File: config.mk
export PLATFORM = sky130hd
export DESIGN_NAME = vga_sync_decoder
export DESIGN_NICKNAME = d
export VERILOG_FILES = /design/src/rtl/vga_sync_decoder.sv
export SDC_FILE = /design/constraint.sdc
export NUM_CORES = 1
export LEC_CHECK = 0
export CAP_MARGIN = 10
export CORE_MARGIN = 2
export CORE_UTILIZATION = 54
export CTS_CLUSTER_DIAMETER = 40
export CTS_CLUSTER_SIZE = 30
export DETAILED_ROUTE_END_ITERATION = 10
export MAX_ROUTING_LAYER = met4
export PLACE_DENSITY = 0.81
export SLEW_MARGIN = 10
export SYNTH_ARGS = -nofsm -noshare
export SYNTH_HDL_FRONTEND = slang
export SYNTH_SLANG_ARGS = --single-unit
File: constraint.sdc
create_clock -name clk -period 3.5 [get_ports clk]
set_input_delay 0.875 -clock clk [delete_from_list [all_inputs] [get_ports clk]]
set_output_delay 0.875 -clock clk [all_outputs]
set_load 0.02 [all_outputs]
File: src/rtl/vga_sync_decoder.sv
// vga_sync_decoder: recovers pixel position, blanking and lock from hsync/vsync.
// Define VGA_SYNC_DECODER_INPUT_SYNC_EN to add a 2-flop input synchroniser.
module vga_sync_decoder #(
  parameter int   WIDTH    = 800,
  parameter int   HEIGHT   = 600,
  parameter int   HFRONT   = 24,
  parameter int   HSYNC    = 72,
  parameter int   HBACK    = 128,
  parameter int   VFRONT   = 1,
  parameter int   VSYNC    = 2,
  parameter int   VBACK    = 22,
  parameter logic POLARITY = 1'b1
) (
  input  logic        clk,
  input  logic        reset,
  input  logic        hsync_in,
  input  logic        vsync_in,
  output logic [9:0]  x_pos,
  output logic [9:0]  y_pos,
  output logic        hblank,
  output logic        vblank,
  output logic        blank,
  output logic        line_start,
  output logic        frame_start,
  output logic        locked,
  output logic [10:0] htotal_meas,
  output logic [10:0] vtotal_meas
);

  localparam int HTOTAL = WIDTH + HFRONT + HSYNC + HBACK;
  localparam int VTOTAL = HEIGHT + VFRONT + VSYNC + VBACK;
  localparam logic [10:0] HTOT = 11'(HTOTAL);
  localparam logic [10:0] VTOT = 11'(VTOTAL);
  localparam logic [10:0] HBEG = 11'(HSYNC + HBACK);
  localparam logic [10:0] HEND = 11'(HSYNC + HBACK + WIDTH - 1);
  localparam logic [10:0] VBEG = 11'(VSYNC + VBACK);
  localparam logic [10:0] VEND = 11'(VSYNC + VBACK + HEIGHT - 1);
  localparam logic [10:0] CMAX = 11'h7ff;

  typedef enum logic [1:0] {SEARCH, MEASURE, LOCKED} state_t;

  logic hs_raw, vs_raw;

`ifdef VGA_SYNC_DECODER_INPUT_SYNC_EN
  logic [1:0] hs_sync_q, hs_sync_d;
  logic [1:0] vs_sync_q, vs_sync_d;

  always_comb begin
    hs_sync_d = {hs_sync_q[0], hsync_in};
    vs_sync_d = {vs_sync_q[0], vsync_in};
  end

  always_ff @(posedge clk) begin
    if (reset) begin
      hs_sync_q <= {2{~POLARITY}};
      vs_sync_q <= {2{~POLARITY}};
    end else begin
      hs_sync_q <= hs_sync_d;
      vs_sync_q <= vs_sync_d;
    end
  end

  assign hs_raw = hs_sync_q[1];
  assign vs_raw = vs_sync_q[1];
`else
  assign hs_raw = hsync_in;
  assign vs_raw = vsync_in;
`endif

  logic        hs_q, vs_q, hs_p_q, vs_p_q;
  logic        hs_d, vs_d;
  logic [10:0] h_cnt_q, h_cnt_d, v_cnt_q, v_cnt_d;
  logic [10:0] htot_q, htot_d, vtot_q, vtot_d;
  logic        ls_q, fs_q;
  logic        h_edge, v_edge, h_bad, v_bad, lost;
  logic [10:0] h_len, v_len;

  always_comb begin
    hs_d    = (hs_raw == POLARITY);
    vs_d    = (vs_raw == POLARITY);
    h_edge  = hs_q & ~hs_p_q;
    v_edge  = vs_q & ~vs_p_q;
    h_len   = h_cnt_q + 11'd1;
    v_len   = v_cnt_q + 11'd1;
    h_bad   = (h_len != HTOT);
    v_bad   = (v_len != VTOT);
    // counter is about to saturate: no hsync for a full counter span
    lost    = (h_cnt_q == CMAX - 11'd1) & ~h_edge;
    h_cnt_d = h_cnt_q;
    if (h_edge)
      h_cnt_d = 11'd0;
    else if (h_cnt_q != CMAX)
      h_cnt_d = h_len;
    v_cnt_d = v_cnt_q;
    if (v_edge)
      v_cnt_d = 11'd0;
    else if (h_edge && v_cnt_q != CMAX)
      v_cnt_d = v_len;
    htot_d  = h_edge ? h_len : htot_q;
    vtot_d  = v_edge ? v_len : vtot_q;
  end

  always_ff @(posedge clk) begin
    if (reset) begin
      hs_q    <= 1'b1;
      vs_q    <= 1'b1;
      hs_p_q  <= 1'b1;
      vs_p_q  <= 1'b1;
      h_cnt_q <= CMAX;
      v_cnt_q <= CMAX;
      htot_q  <= 11'd0;
      vtot_q  <= 11'd0;
      ls_q    <= 1'b0;
      fs_q    <= 1'b0;
    end else begin
      hs_q    <= hs_d;
      vs_q    <= vs_d;
      hs_p_q  <= hs_q;
      vs_p_q  <= vs_q;
      h_cnt_q <= h_cnt_d;
      v_cnt_q <= v_cnt_d;
      htot_q  <= htot_d;
      vtot_q  <= vtot_d;
      ls_q    <= h_edge;
      fs_q    <= v_edge;
    end
  end

  state_t state_q;
  logic   herr_q, locked_q;

  always_ff @(posedge clk) begin
    if (reset) begin
      state_q  <= SEARCH;
      herr_q   <= 1'b0;
      locked_q <= 1'b0;
    end else if (lost) begin
      state_q  <= SEARCH;
      locked_q <= 1'b0;
    end else begin
      unique case (state_q)
        SEARCH: begin
          if (v_edge) begin
            state_q <= MEASURE;
            herr_q  <= 1'b0;
          end
        end
        MEASURE: begin
          if (v_edge) begin
            herr_q <= 1'b0;
            if (!(herr_q | (h_edge & h_bad)) && !v_bad) begin
              state_q  <= LOCKED;
              locked_q <= 1'b1;
            end
          end else if (h_edge && h_bad) begin
            herr_q <= 1'b1;
          end
        end
        LOCKED: begin
          if (v_edge && (v_bad || (h_edge && h_bad))) begin
            state_q  <= MEASURE;
            herr_q   <= 1'b0;
            locked_q <= 1'b0;
          end else if (h_edge && h_bad) begin
            state_q  <= MEASURE;
            herr_q   <= 1'b1;
            locked_q <= 1'b0;
          end
        end
        default: begin
          state_q  <= SEARCH;
          locked_q <= 1'b0;
        end
      endcase
    end
  end

  logic h_act, v_act;

  always_comb begin
    h_act = (h_cnt_q >= HBEG) && (h_cnt_q <= HEND);
    v_act = (v_cnt_q >= VBEG) && (v_cnt_q <= VEND);
  end

  assign x_pos       = h_act ? 10'(h_cnt_q - HBEG) : 10'd0;
  assign y_pos       = v_act ? 10'(v_cnt_q - VBEG) : 10'd0;
  assign hblank      = ~h_act;
  assign vblank      = ~v_act;
  assign blank       = ~h_act | ~v_act | ~locked_q;
  assign line_start  = ls_q;
  assign frame_start = fs_q;
  assign locked      = locked_q;
  assign htotal_meas = htot_q;
  assign vtotal_meas = vtot_q;

endmodule

## Yosys cells after proc, flatten, opt, wreduce, memory -nomap -nowiden

Index checks and enable logic that the tools add are counted.

| word-level totals | value |
|---|---|
| output and inout bits | 48 |
| RAM bits | 0 |
| logic and storage cells | 86 |
| memories kept | 0 |
| latch bits | 0 |
| input bits | 4 |
| memory bits (read-only) | 0 |
| register bits | 54 |

| operators by class | value |
|---|---|
| reduce and logical (&&, ||, !) cells | 17 |
| $mul | 0 |
| $lt $le $gt $ge | 4 |
| multiplexer cells | 22 |
| shift operators | 0 |
| div/mod/pow operators | 0 |
| equality and inequality tests | 11 |
| bitwise gates (word level) | 15 |
| add/subtract/negate cells | 4 |

Operators with widths:

| cell | number |
|---|---|
| $mux 11 | 4 |
| $ne 11x11->1 const B | 3 |
| $add 11x1->11 const B | 2 |
| $le 11x10->1 const B | 2 |
| $mux 10 | 2 |
| $eq 11x11->1 const B | 1 |
| $ge 11x5->1 const B | 1 |
| $ge 11x8->1 const B | 1 |
| $ne 11x10->1 const B | 1 |
| $mux 2 | 5 |
| $sub 10x5->10 const B | 1 |
| $sub 10x8->10 const B | 1 |
| $mux 1 | 8 |
| $not 1->1 | 8 |
| $reduce_and 4->1 | 2 |
| $logic_and 1x1->1 | 6 |
| $ne 2x2->1 const B | 3 |
| $pmux 1 s3 | 2 |
| $pmux 2 s3 | 1 |
| $and 1x1->1 | 4 |
| $reduce_bool 2->1 | 2 |
| $ne 3x3->1 const B | 1 |
| $or 1x1->1 | 3 |
| $reduce_and 3->1 | 1 |
| 7 further kinds | 8 |

## Logic depth before layout (Yosys ltp)

Gate-level depths: netlist of the first run.

| logic depth | value |
|---|---|
| word-level depth | 9 |
| gate-level depth with buffers | 9 |
| mapped depth without buffers | 8 |

## Least setup slack after synthesis of the first run

OpenSTA, ideal clock, no wires.

| timing path | value |
|---|---|
| kind | register to output |
| start point | register v_cnt_q[4] |
| end point | output y_pos[5] |
| cell stages (with the launch flop) | 7 |
| required time | 2.625 ns |
| arrival | 2.011 ns |
| buffers on the path | 1 |
| slack | 0.614 ns |
| path through | dfxtp_1 ha_1 nor3_1 nand2_1 o311ai_0 clkbuf_1 nor2_1 |

| on the way | value |
|---|---|
| cells in the longest elaborated chain, start to end | 3 |
| elaborated cells between the ends (all ways) | 5 |
| classes of those cells | add/sub: 1; order compare: 2; mux: 1; reduce/logical: 1 |

Ends and longest elaborated chain:

| item | RTL line | text |
|---|---|---|
| start, declared | 72 | `logic [10:0] h_cnt_q, h_cnt_d, v_cnt_q, v_cnt_d;` |
| start signal, assigned | 121 | `v_cnt_q <= v_cnt_d;` |
| $ge 11x5->1 / $le 11x10->1 (equally long branches) | 182 | `v_act = (v_cnt_q >= VBEG) && (v_cnt_q <= VEND);` |
| $logic_and 1x1->1 | 182 |  |
| $mux 10 (*) | 186 | `assign y_pos = v_act ? 10'(v_cnt_q - VBEG) : 10'd0;` |
| end, declared | 19 | `output logic [9:0] y_pos,` |

Mark *: on every way between the ends. The rest lies on a longest branch, timed or not.

## Worst setup path after layout of the first run

| timing path | value |
|---|---|
| start point | register v_cnt_q[4] |
| end point | output vblank |

| on the way | value |
|---|---|
| cells in the longest elaborated chain, start to end | 3 |
| elaborated cells between the ends (all ways) | 4 |
| classes of those cells | order compare: 2; bitwise: 1; reduce/logical: 1 |

Ends and longest elaborated chain:

| item | RTL line | text |
|---|---|---|
| $ge 11x5->1 / $le 11x10->1 (equally long branches) | 182 |  |
| $logic_and 1x1->1 (*) | 182 |  |
| $not 1->1 (*) | 188 | `assign vblank = ~v_act;` |
| end, declared | 21 | `output logic vblank,` |

Marked as above.

==> results of run 1 <==
==> report_power, final <==
| group | internal, mW | total [mW] | leakage (nW) | switching (mW) |
|---|---|---|---|---|
| clock network | 0.217 | 0.430 | 0.0587 | 0.213 |
| logic | 0.453 | 0.995 | 1.24 | 0.542 |
| registers | 0.705 | 0.833 | 0.441 | 0.128 |
| total | 1.37 | 2.26 | 1.74 | 0.884 |
==> routing by layer <==
| layer | wire length, um | share of wire (%) | GRT usage [%] |
|---|---|---|---|
| met2 | 3480 | 48 | 39.0 |
| met1 | 3310 | 45 | 30.6 |
| met5 | 0 | 0 | - |
| met4 | 157 | 2.2 | 8.31 |
| met3 | 340 | 4.7 | 4.49 |
==> cell usage in the layout, fill, tap and decap left out, types with 2 or more instances in the layout <==
cell type / n
nor3b_1: 2
nand2_1: 30
dfxtp_2: 6
dlymetal6s2s_1: 14
a31oi_1: 2
or3_1: 3
a211oi_1: 22
nor4_1: 4
buf_4: 12
nand4_1: 5
and2_1: 3
and3_1: 3
mux2i_1: 4
ha_1: 13
nor2_1: 53
dfxtp_1: 47
o2111ai_1: 3
or2_2: 12
o21ai_0: 4
inv_1: 16
clkbuf_8: 5
nand3_1: 11
a21o_1: 10
xor2_1: 12
nand2b_1: 7
a21oi_1: 21
nor3_1: 9
xnor2_1: 27
clkdlybuf4s50_1: 37
o21bai_1: 3
==> flip-flops by register name (all words and copies together), names as in the netlist, 2 cells and up <==
register,count
v_cnt_q,11
htotal_meas,11
state_q,2
h_cnt_q,11
vtotal_meas,11
==> synth_stat cells, types with 2 or more instances <==
library cell / count / share of area (%)
o2111ai_1: 3 / 0.83
nand4_1: 5 / 0.99
or3_1: 3 / 0.59
nor3b_1: 2 / 0.47
and3_1: 3 / 0.59
xnor2_1: 27 / 7.4
mux2i_1: 4 / 1.3
inv_1: 16 / 1.9
a211oi_1: 22 / 5.2
a21o_1: 10 / 2.4
nand2_1: 30 / 3.5
a21oi_1: 21 / 3.3
nand2b_1: 7 / 1.4
or2_2: 12 / 2.4
buf_4: 2 / 0.47
dfxtp_1: 54 / 34
nor3_1: 9 / 1.4
and2_1: 3 / 0.59
o21bai_1: 3 / 0.71
xor2_1: 12 / 3.3
a31oi_1: 2 / 0.39
ha_1: 15 / 5.9
buf_2: 4 / 0.63
nor2_1: 53 / 6.3
clkbuf_1: 22 / 2.6
buf_6: 3 / 1.1
nor4_1: 4 / 0.79
o21ai_0: 4 / 0.63
nand3_1: 11 / 1.7
==> repair_timing <==
item                                    in CTS  in global routing
endpoints found under the hold margin        0                  0
endpoints found under the setup margin       8                 21
hold buffers                                 0                  0
gates cloned                                 0                  0
setup buffers                                0                  0
resized for setup                            5                 22
==> cell type report <==
cell class                 instances  area (um^2)
clock buffer                       5         68.8
clock inverter                     3         47.5
fill                             481         1740
inverter                          16         60.1
multi-input combinational        285         1880
sequential                        54         1090
tap                               72         90.1
timing repair buffer              63          636
==> how the worst max path moves through the flow <==
stage,from,endpoint,slack (ps),cells past startpoint
2_1_floorplan,v_cnt_q[4],y_pos[5],610,6
3_3_place_gp,h_cnt_q[1],blank,210,7
3_5_place_dp,h_cnt_q[0],x_pos[7],190,8
5_1_grt,v_cnt_q[4],y_pos[3],10,9
4_1_cts,h_cnt_q[0],x_pos[7],7,8
6_report,v_cnt_q[4],vblank,130,6
==> stage by stage <==
stage / setup slack [ps] / instances / instance area [um^2] / utilization [%]
after floorplan: 614 / 389 / 3180 / -
after detailed placement: 191 / 490 / 3680 / 65.7
after CTS: 7.39 / 498 / 3810 / 67.9
after global placement: 213 / 490 / 3680 / 65.7
after global routing: 10.1 / 498 / 3870 / 69.0
final: 134 / 498 / 3870 / 69.0
==> worst min-delay path, stage by stage (launching register included) <==
cell and delay, ps:
dfxtp_1 320, nand2_1 50, a21oi_1 60
==> logic make-up after synthesis <==
logic type      after synthesis  share of synthesized area, %
buf+inv                      50                          7.60
flops                        54                          34.0
mux                           5                          1.73
fa+ha+maj                    15                          5.91
compound gates               76                          16.9
simple gates                150                          23.0
xor+xnor                     39                          10.8
==> key figures, run 1 <==
Synthesis
  – Post-Synthesis Cell Area: 3180 um^2
  – Syn nets: 408
  – Synth async-reset ratio: 0%
  – Avg Inst Size Synth: 8.16 um^2
  – Synthesized instance count: 389
  – Unique masters post-synth: 52
  – Ys flop type: dfxtp_1
  – Syn. warnings: 0
  – #FFs+latches synth: 54
  – Sequential-to-total area share from yosys stat: 34.0%
  – Post-synth EDFFs: 0

Finish
  – Share of cells above drive strength 1: 12.2%
  – Nets: 444
  – Antenna diodes: 0
  – Area Growth Syn to Fin: 21.9%

Timing
  – Final Skew: 12.5 ps
  – Worst-margin pin slew: 773 ps
  – Final hold vios: 0
  – Setup_tns: 0 ps
  – Slew Viols, Final: 0
  – WHS: 470 ps
  – Slew HR: 48.4%
  – Fmax: 297 MHz
  – RSZ-0062 raised after global routing: false
  – Fin crit period: 3370 ps
  – Count of final setup violators: 0
  – Fin crit share: 96.2%

Clocking
  – CTS Buf Count: 5
  – CTS sink cnt: 54
  – Clock transition at path regs: 110 ps
  – Longest Clk Path Bufs: 2
  – H-tree Lvls: 2
  – Worst-Skew Late Latency: 310 ps
  – CTS tree: built
  – Clock Tree Root: clkbuf_8

Floorplan
  – Num rows: 27
  – IO Pins: 52
  – Initial core utilization: 56.6%
  – Placeable Area: 5610 um^2
  – Die width: 80.7 um
  – Die height: 80.7 um
  – Die ar.: 6510 um^2

Critical path
  – R2r startpoint: h_cnt_q[1]
  – Critical Path End Type: primary output
  – Crit-path max FO: 11
  – Buf/Inv on CP: 2
  – Flop2flop setup slack: 700 ps
  – R2R depth: 8
  – FF-to-FF End: state_q[1]
  – Setup CP Type: register to primary output
  – Crit-path slowest cell: clkdlybuf4s50_1
  – CP Data Arrival Time: 2490 ps
  – Delay of the slowest cell on the worst path: 620 ps
  – CP cell instances: ha_1, nor3_1, nand2_1, o311ai_2, buf_4, clkdlybuf4s50_1
  – Setup crit start kind: register
  – WP data required: 2620 ps
  – Kind of cell adding the most delay to the critical path: buffers and inverters

Routing
  – DRT Pass-1 Iters: 4
  – DRC: 0
  – ANT nets after route: 0
  – WL per Instance: 14.6 um
  – Vias: 2786
  – Via/cell ratio: 5.59
  – 1st-iter DRT viols: 219
  – Final WL: 7.29 mm

Place
  – DP HPWL: 5.36 mm
  – IO Port Bufs: 51
  – GPL Wtd Cong: 0.943

Hold path
  – HP Start: vtotal_meas[1]
  – Hold endpoint: vtotal_meas[1]
  – Hold crit path type: register to register
  – Hold Path Cell Cnt: 2

Power and ir drop
  – Max IR drop VDD: 359 uV
  – PwrDens: 583 nW/um^2
  – Overall Power: 2.26 mW
  – P_leak: 1.74 nW

GRT
  – First-pass GRT wire length: 12.1 mm
  – GR Util All Layers: 24.2%
  – Largest net degree at the start of global routing: 33
  – Number of global-route vias before repair: 2614
  – Grt ovf: 0
  – Initial antenna violation count: 0

Flow run
  – Max-Cap Viols: 0

Run status
  – Status: completed
Power figures use the tool's default switching activity.
==> run 2, diff against run 1 <==
- CORE_UTILIZATION: 54 -> 48
- PLACE_DENSITY: 0.81 -> 0.76
- clock period: 3.5 -> 2.9 ns (I/O delays scaled with it)
==> key figures, run 2 (synthesis results as in run 1) <==
Floorplan
  – Die ar.: 7280 um^2
  – Placeable Area: 6390 um^2
  – Initial core utilization: 49.7%
  – Die width: 85.3 um
  – Num rows: 29
  – Die height: 85.3 um
  – IO Pins: 52

Clocking
  – Longest Clk Path Bufs: 2
  – Clock Tree Root: clkbuf_8
  – CTS sink cnt: 54
  – Worst-Skew Late Latency: 320 ps
  – CTS tree: built
  – H-tree Lvls: 2
  – CTS Buf Count: 5
  – Clock transition at path regs: 110 ps

Finish
  – Share of cells above drive strength 1: 22.8%
  – Most frequent cells in the layout: nor2_1, buf_4, dfxtp_1
  – Antenna diodes: 0
  – Nets: 478
  – Area Growth Syn to Fin: 28.0%
  – Filler cells: 542
  – Most common cell after layout, fill and taps aside: nor2_1

Critical path
  – CP Data Arrival Time: 2150 ps
  – Critical Path End Type: primary output
  – Kind of cell adding the most delay to the critical path: buffers and inverters
  – Delay of the slowest cell on the worst path: 340 ps
  – Crit-path max FO: 3
  – Buf/Inv on CP: 3
  – Crit-path slowest cell: dfxtp_2
  – Setup CP Type: register to primary output
  – Setup crit start kind: register
  – WP data required: 2170 ps
  – CP cell instances: buf_4, ha_1, nor3_2, nand2_2, o311ai_4, buf_6, nor2_1, dlygate4sd2_1

Routing
  – Met3 wire len: 469 um
  – WL per Instance: 14.4 um
  – Vias: 2915
  – DRT Pass-1 Iters: 5
  – Final WL: 7.75 mm
  – DRC: 0
  – ANT nets after route: 0
  – DR top layer: met4
  – Via/cell ratio: 5.43
  – Wire length on met2: 3.64 mm
  – Met1 Routed Length: 3.56 mm
  – 1st-iter DRT viols: 159

GRT
  – Number of global-route vias before repair: 2704
  – Initial antenna violation count: 0
  – Largest net degree at the start of global routing: 32
  – Grt ovf: 0
  – First-pass GRT wire length: 12.6 mm
  – GR Util All Layers: 21.8%

Timing
  – Worst setup margin: 27.7 ps
  – Fin crit share: 99.0%
  – Count of final setup violators: 0
  – Slew Viols, Final: 0
  – Setup_tns: 0 ps
  – Worst-margin pin slew: 752 ps
  – Fmax: 348 MHz
  – Fin crit period: 2870 ps
  – Final hold vios: 0
  – Final Skew: 11.0 ps
  – Slew HR: 49.7%

Place
  – IO Port Bufs: 51
  – DP HPWL: 5.70 mm
  – GPL Wtd Cong: 0.937
  – Dpl ws: -5.38 ps

Flow run
  – Max-Cap Viols: 0

Power and ir drop
  – Pint: 1.68 mW
  – P_leak: 1.69 nW
  – PwrDens: 695 nW/um^2
  – Switching Share: 40.5%
  – Sw Pwr: 1.14 mW
  – Max IR drop VDD: 425 uV
  – Sequential share of power: 33.4%
  – Combinational power share: 50.1%
  – Clk pwr share: 16.5%

Hold path
  – Hold crit path type: register to register

Run status
  – Status: completed
run 2: cell count changes in the layout (fill, tap and decap cells not counted), moves of 4 or more:
| cell | change |
|---|---|
| dlymetal6s2s_1 | -14 |
| clkbuf_2 | +4 |
| clkdlybuf4s50_1 | -9 |
| clkdlybuf4s15_1 | +5 |
| dlygate4sd2_1 | +6 |
| buf_4 | +36 |
run 2: area by class of cell:
class	count	area [um^2]	area share, %
Clock buffer	5	68.8	1.69
Multi-Input combinational cell	285	1900	46.7
Timing Repair Buffer	97	818	20.1
Tap cell	77	96.3	2.37
Clock inverter	3	28.8	0.708
Sequential cell	54	1090	26.9
Inverter	16	60.1	1.48
run 2: routing by layer:
layer	global-route usage (%)	up-vias
met1	28.7	1338
met5	-	-
met4	6.35	0
li1	-	1474
met2	35.2	92
met3	2.63	11
run 2: worst paths after layout:
kind / startpoint / to / slack (ps) / cells after the start
max: v_cnt_q[4] / y_pos[8] / 30 / 8
max reg2reg: h_cnt_q[0] / state_q[0] / 130 / 9
min: vtotal_meas[1] / vtotal_meas[1] / 470 / 2
min reg2reg: vtotal_meas[1] / vtotal_meas[1] / 470 / 2
run 2: worst min-delay path: stages (launching register included):
cell and delay (ps):
dfxtp_1 330, nand2_1 50, a21oi_1 50
run 2: per-stage QoR:
step           hold WS, ps  area, um^2  power, mW  util [%]  instances
2_1_floorplan          434        3180       1.96         -        389
3_3_place_gp           443        3910       2.31      61.2        524
3_5_place_dp           450        3910       2.33      61.2        524
4_1_cts                469        4040       2.80      63.3        536
6_report               467        4070       2.82      63.7        537
5_1_grt                479        4070       3.01      63.7        537
run 2: power by group through the flow:
| stage | Sequential, mW | Clock [mW] | Combinational (mW) |
|---|---|---|---|
| after floorplan | 0.949 | 0 | 1.01 |
| after global placement | 0.944 | 0 | 1.36 |
| after CTS | 0.936 | 0.471 | 1.39 |
| final | 0.943 | 0.465 | 1.42 |
| after detailed placement | 0.949 | 0 | 1.38 |
| after global routing | 0.956 | 0.500 | 1.55 |
run 2: what timing repair did:
action / in CTS / in global routing
pin swaps: 2 / 5
resized for setup: 45 / 43
setup endpoints to repair: 23 / 25
hold buffers: 0 / 0
buffers inserted: 4 / 1
==> run 3, diff against run 2 <==
- CTS_CLUSTER_SIZE: 30 -> 20
==> results of run 3 <==
The final DEF is identical to that of run 2; final timing and power are the same.
